==> config.mk <==
export PLATFORM = sky130hd
export DESIGN_NAME = input_reg_ts_sequencer
export DESIGN_NICKNAME = d
export VERILOG_FILES = /design/src/rtl/input_reg_ts_sequencer.sv
export SDC_FILE = /design/constraint.sdc
export NUM_CORES = 1
export LEC_CHECK = 0
export ABC_CLOCK_PERIOD_IN_PS = 3300
export CORE_AREA = 2 2 118 85
export CTS_CLUSTER_SIZE = 20
export DETAILED_ROUTE_END_ITERATION = 8
export DIE_AREA = 0 0 120 87
export GPL_TIMING_DRIVEN = 0
export PLACE_DENSITY = 0.75
export SLEW_MARGIN = 20
export SYNTH_ARGS = -nofsm -noshare
export SYNTH_HDL_FRONTEND = slang
export SYNTH_SLANG_ARGS = --single-unit
==> constraint.sdc <==
create_clock -name clk -period 3.3 [get_ports clk]
set_input_delay 0.825 -clock clk [delete_from_list [all_inputs] [get_ports clk]]
set_output_delay 0.825 -clock clk [all_outputs]
set_load 0.01 [all_outputs]
==> src/rtl/input_reg_ts_sequencer.sv <==
// Test-pulse sequencer: runs a burst of test pulses into the input latch and collects a sticky per-channel fail mask.
// Latency: start to done = 1 + SETTLE + N*(PULSE_LEN+WINDOW+1) + (N-1)*GAP + SETTLE cycles; all outputs registered.
// Backpressure: none; start is ignored while busy, abort short-circuits the burst to RELEASE.
module input_reg_ts_sequencer #(
  parameter int WIDTH     = 32,
  parameter int SETTLE    = 4,
  parameter int PULSE_LEN = 2,
  parameter int WINDOW    = 3,
  parameter int GAP       = 8,
  parameter int CNT_W     = 8
) (
  input  logic             clk,
  input  logic             rst,
  input  logic             start,
  input  logic             abort,
  input  logic [CNT_W-1:0] n_pulses,
  input  logic [WIDTH-1:0] q_in,
  output logic             en_ts,
  output logic             test_pulse,
  output logic             busy,
  output logic             done,
  output logic [WIDTH-1:0] fail_mask,
  output logic [CNT_W-1:0] pulses_done
);

  // Phase timer must hold the longest phase length minus one.
  localparam int M1    = (SETTLE > PULSE_LEN) ? SETTLE : PULSE_LEN;
  localparam int M2    = (WINDOW > GAP) ? WINDOW : GAP;
  localparam int TMAX  = (M1 > M2) ? M1 : M2;
  localparam int TIM_W = (TMAX > 1) ? $clog2(TMAX + 1) : 1;

  typedef enum logic [2:0] {
    S_IDLE, S_ARM, S_FIRE, S_CAPTURE, S_CHECK, S_GAP, S_RELEASE
  } state_t;

  state_t             state;
  state_t             state_nxt;
  logic [TIM_W-1:0]   timer;
  logic [CNT_W-1:0]   target;
  logic [WIDTH-1:0]   seen;
  logic               tim_zero;
  logic               last_pulse;
  logic               accept;
  logic               en_ts_nxt;
  logic               test_pulse_nxt;
  logic               busy_nxt;
  logic               done_nxt;

  assign tim_zero   = (timer == '0);
  // Widened compare so the +1 can never wrap onto the target.
  assign last_pulse = (({1'b0, pulses_done} + (CNT_W+1)'(1)) == {1'b0, target});
  // A zero-length burst is treated as no request at all.
  assign accept     = (state == S_IDLE) && start && (n_pulses != '0);

  // State register.
  always_ff @(posedge clk or posedge rst) begin
    if (rst) state <= S_IDLE;
    else     state <= state_nxt;
  end

  // Next-state decode; abort is honoured in every active phase except CHECK, which finishes first.
  always_comb begin
    state_nxt = state;
    case (state)
      S_IDLE:    if (accept) state_nxt = S_ARM;
      S_ARM:     if (abort) state_nxt = S_RELEASE;
                 else if (tim_zero) state_nxt = S_FIRE;
      S_FIRE:    if (abort) state_nxt = S_RELEASE;
                 else if (tim_zero) state_nxt = S_CAPTURE;
      S_CAPTURE: if (abort) state_nxt = S_RELEASE;
                 else if (tim_zero) state_nxt = S_CHECK;
      S_CHECK:   state_nxt = (abort || last_pulse) ? S_RELEASE : S_GAP;
      S_GAP:     if (abort) state_nxt = S_RELEASE;
                 else if (tim_zero) state_nxt = S_FIRE;
      S_RELEASE: if (tim_zero) state_nxt = S_IDLE;
      default:   state_nxt = S_IDLE;
    endcase
  end

  // Output decode from the upcoming state so the registered outputs line up with the state they describe.
  always_comb begin
    en_ts_nxt      = 1'b0;
    test_pulse_nxt = 1'b0;
    busy_nxt       = (state_nxt != S_IDLE);
    done_nxt       = (state == S_RELEASE) && (state_nxt == S_IDLE);
    case (state_nxt)
      S_ARM, S_CAPTURE, S_CHECK, S_GAP: en_ts_nxt = 1'b1;
      S_FIRE: begin
        en_ts_nxt      = 1'b1;
        test_pulse_nxt = 1'b1;
      end
      default: ;
    endcase
  end

  // Output register; reset drops en_ts asynchronously.
  always_ff @(posedge clk or posedge rst) begin
    if (rst) begin
      en_ts      <= 1'b0;
      test_pulse <= 1'b0;
      busy       <= 1'b0;
      done       <= 1'b0;
    end else begin
      en_ts      <= en_ts_nxt;
      test_pulse <= test_pulse_nxt;
      busy       <= busy_nxt;
      done       <= done_nxt;
    end
  end

  // Phase timer: reloaded on every state change, counts down to zero within a phase.
  always_ff @(posedge clk or posedge rst) begin
    if (rst) begin
      timer <= '0;
    end else if (state_nxt != state) begin
      case (state_nxt)
        S_ARM:     timer <= TIM_W'(SETTLE - 1);
        S_FIRE:    timer <= TIM_W'(PULSE_LEN - 1);
        S_CAPTURE: timer <= TIM_W'(WINDOW - 1);
        S_GAP:     timer <= TIM_W'(GAP - 1);
        S_RELEASE: timer <= TIM_W'(SETTLE - 1);
        default:   timer <= '0;
      endcase
    end else if (!tim_zero) begin
      timer <= timer - TIM_W'(1);
    end
  end

  // Burst bookkeeping: latch target on accept, accumulate hits per pulse, fold misses into the sticky mask.
  always_ff @(posedge clk or posedge rst) begin
    if (rst) begin
      target      <= '0;
      seen        <= '0;
      fail_mask   <= '0;
      pulses_done <= '0;
    end else begin
      if (accept) begin
        target      <= n_pulses;
        fail_mask   <= '0;
        pulses_done <= '0;
      end
      if (state_nxt == S_FIRE && state != S_FIRE)
        seen <= '0;
      else if (state == S_CAPTURE)
        seen <= seen | q_in;
      if (state == S_CHECK) begin
        fail_mask <= fail_mask | ~seen;
        if (pulses_done != {CNT_W{1'b1}})
          pulses_done <= pulses_done + CNT_W'(1);
      end
    end
  end

endmodule

==> impl_metrics.json <==
{
  "status": "complete, no violations",
  "wl_met3_um": 619,
  "yosys.area.top_type_share": 0.5436,
  "syn-num-nets": 478,
  "grt_pass1_vias": 3272,
  "synth_top_family_by_area": "simple AND/OR/NAND/NOR gates",
  "htree_levels": 3,
  "synthAdderAreaFrac": 0.005974,
  "synthToLayoutAreaGrowth_pct": 32.32,
  "worstPathRequired_ps": 3530,
  "io-pin-count": 88,
  "p_per_area_nw_per_um2": 965.9,
  "reg2reg_slack_ps": 550,
  "hp-class": "register to register",
  "ys.flop_type": "dfrtp_1",
  "cts.path.max_buffers": 2,
  "tightest_slew_ps": 637.7,
  "track_usage": 0.1949,
  "io_buffers": 86,
  "ys_types": 55,
  "synth.most_common_cell": "nor2_1",
  "die-area_um2": 10440,
  "synthCells": 432,
  "nets": 576,
  "synthSimpleGateAreaFrac": 0.2267,
  "drc_errors": 0,
  "cts_tree": "done",
  "min_path_cells": 2,
  "rr_worst_depth": 8,
  "netlist_area_um2": 4189,
  "postCtsSetupBuffers": 0,
  "avgSynthCellArea_um2": 9.697,
  "final_max_slew_viol_count": 0,
  "synth-compound-area-share": 0.1371,
  "ys_seq_area_frac": 0.5436,
  "highest_layer": "met4",
  "fmax_mhz": 324.9,
  "critPathLaunchType": "input pin",
  "netlist_top_cells_count": "nor2_1, dfrtp_1, and2_1, a21o_1, o21ai_0",
  "layout_min_cycle_time_ps": 3078,
  "dp_hpwl_um": 6857,
  "arrival_ps": 3300,
  "initial_core_util": 0.4446,
  "routed_wl_um": 9744,
  "cts_resized": 0,
  "synth_mux_area_frac": 0.02360,
  "grt_max_degree": 56,
  "setup_viol_count_final": 0,
  "final_cells": 663,
  "hold_buffers": 0,
  "rsz0062_at_grt": "no",
  "drive_gt1_frac": 0.07103,
  "dieHeight_um": 87,
  "utilization": 0.5883,
  "leakagePower_nw": 2.669,
  "clkSinkCount": 91,
  "path_class": "input pin to register",
  "irDropWorstVdd_v": 0.0004651,
  "gp_congestion": 0.8689,
  "relSlewSlack": 0.5739,
  "ant_nets": 0,
  "hold_start": "fail_mask[18]",
  "synthArstFlopShare": 1.000,
  "dr.pass1.iters": 4,
  "viasPerCell": 5.136,
  "antenna_cells": 0,
  "end_kind": "register",
  "path_max_fanout": 10,
  "clock-root-buffer": "clkbuf_16",
  "grt_first_pass_wirelength_um": 15990,
  "antenna_found_initial": 0,
  "grt_remaining_overflow": 0,
  "synth-warning-count": 0,
  "clock_latency_ps": 340,
  "via_count": 3405,
  "num_rows": 30,
  "r2r_end": "seen[11]",
  "fin_worst_skew_ps": 8.821,
  "ys_seq_elements": 91,
  "cts_made_buffers": 9,
  "r2r-start": "pulses_done[0]",
  "whs_endpoint": "fail_mask[18]",
  "die_w_um": 120,
  "finalCritPeriodShare": 0.9327,
  "synth-edff-count": 0,
  "placed_cells": 647,
  "synthXorXnorAreaFrac": 0.02658,
  "hold_viol_final": 0,
  "yosysTopAreaCell": "dfrtp_1",
  "clkTransAtPathRegs_ps": 60,
  "met2WireLength_um": 4425,
  "core_um2": 9422,
  "met1Wirelength_um": 4634,
  "synth.area.top_cells": "dfrtp_1, nor2_1, a21o_1",
  "wire_per_inst_um": 14.70,
  "cap_violations": 0,
  "drt_iter0_drc": 188,
  "fill_cells": 803
}
[how the worst max path moves through the flow]
stage,slack (ps),endpoint,start
detailed placement,-130,seen[12],n_pulses[1]
global placement,-1270,target[1],rst
finish,220,seen[11],n_pulses[1]
floorplan,110,busy,rst
global route,20,seen[11],n_pulses[1]
CTS,220,seen[11],n_pulses[1]
[stage by stage]
stage	hold slack, ps	power, mW	setup slack, ps	area, um^2	setup TNS, ps
after detailed placement	484.8	4.323	-133.5	5240	-3212
after global placement	478.3	4.231	-1269	5210	-116020
after global routing	518.9	5.755	19.21	5543	0
after floorplan	490.9	3.394	111.4	4189	0
after CTS	499.1	5.393	217.1	5543	0
final	490.5	5.354	222.3	5543	0
[critical path, cell delays in order]
cell             delay (ps)
clkdlybuf4s50_1         420
nor4_1                  380
nand2_1                 140
and4b_1                 200
clkbuf_1                270
nor4b_1                 400
o21ai_1                 200
clkbuf_1                260
and2_1                  200
[logic make-up (layout without fill, tap and decap cells)]
group | after synthesis | after routing
flip-flops | 91 | 91
multiplexers | 9 | 9
buffers and inverters | 36 | 139
AO/OA/AOI/OAI | 83 | 83
adder cells (fa/ha/maj) | 2 | 2
AND/OR/NAND/NOR | 200 | 200
XOR/XNOR | 11 | 11
[power breakdown]
part / switching, mW / internal (mW) / total, mW / leakage [nW]
sequential: 0.308 / 1.61 / 1.92 / 1.12
clock: 0.434 / 0.612 / 1.05 / 0.147
combinational: 1.18 / 1.21 / 2.39 / 1.40
[layout make-up]
type	count	area, um^2	area share
Inverter	9	36.28	0.006546
Multi-Input combinational cell	305	1759	0.3174
Sequential cell	91	2277	0.4108
Buffer	27	118.9	0.02144
Clock inverter	5	60.06	0.01084
Tap cell	128	160.2	0.02889
Clock buffer	11	242.7	0.04379
Timing Repair Buffer	87	888.4	0.1603
[cells in the final DEF (no fill, tap or decap), types with 4 or more instances in the layout]
cell type / instances
o21ai_0: 19
nand2_1: 18
clkbuf_1: 16
buf_2: 4
clkbuf_16: 9
a21oi_1: 8
nor3_1: 4
a21o_1: 32
and2_1: 35
and3_1: 4
nand3_1: 6
dfrtp_1: 91
buf_1: 5
xor2_1: 4
xnor2_1: 6
mux2_2: 7
clkdlybuf4s50_1: 86
inv_1: 8
nor2_1: 112
[state kept, by name, summed over array words and instances (netlist names)]
signal,flops
busy,1
done,1
en_ts,1
fail_mask,32
pulses_done,8
seen,32
state,3
target,8
test_pulse,1
timer,4
[layer usage]
metal | global-route usage | vias up
met5 | 0 | -
li1 | - | 1647
met3 | 0.05432 | 8
met2 | 0.3006 | 119
met4 | 0.05241 | 0
met1 | 0.2727 | 1631
No activity file was read; power rests on OpenSTA's default activity.
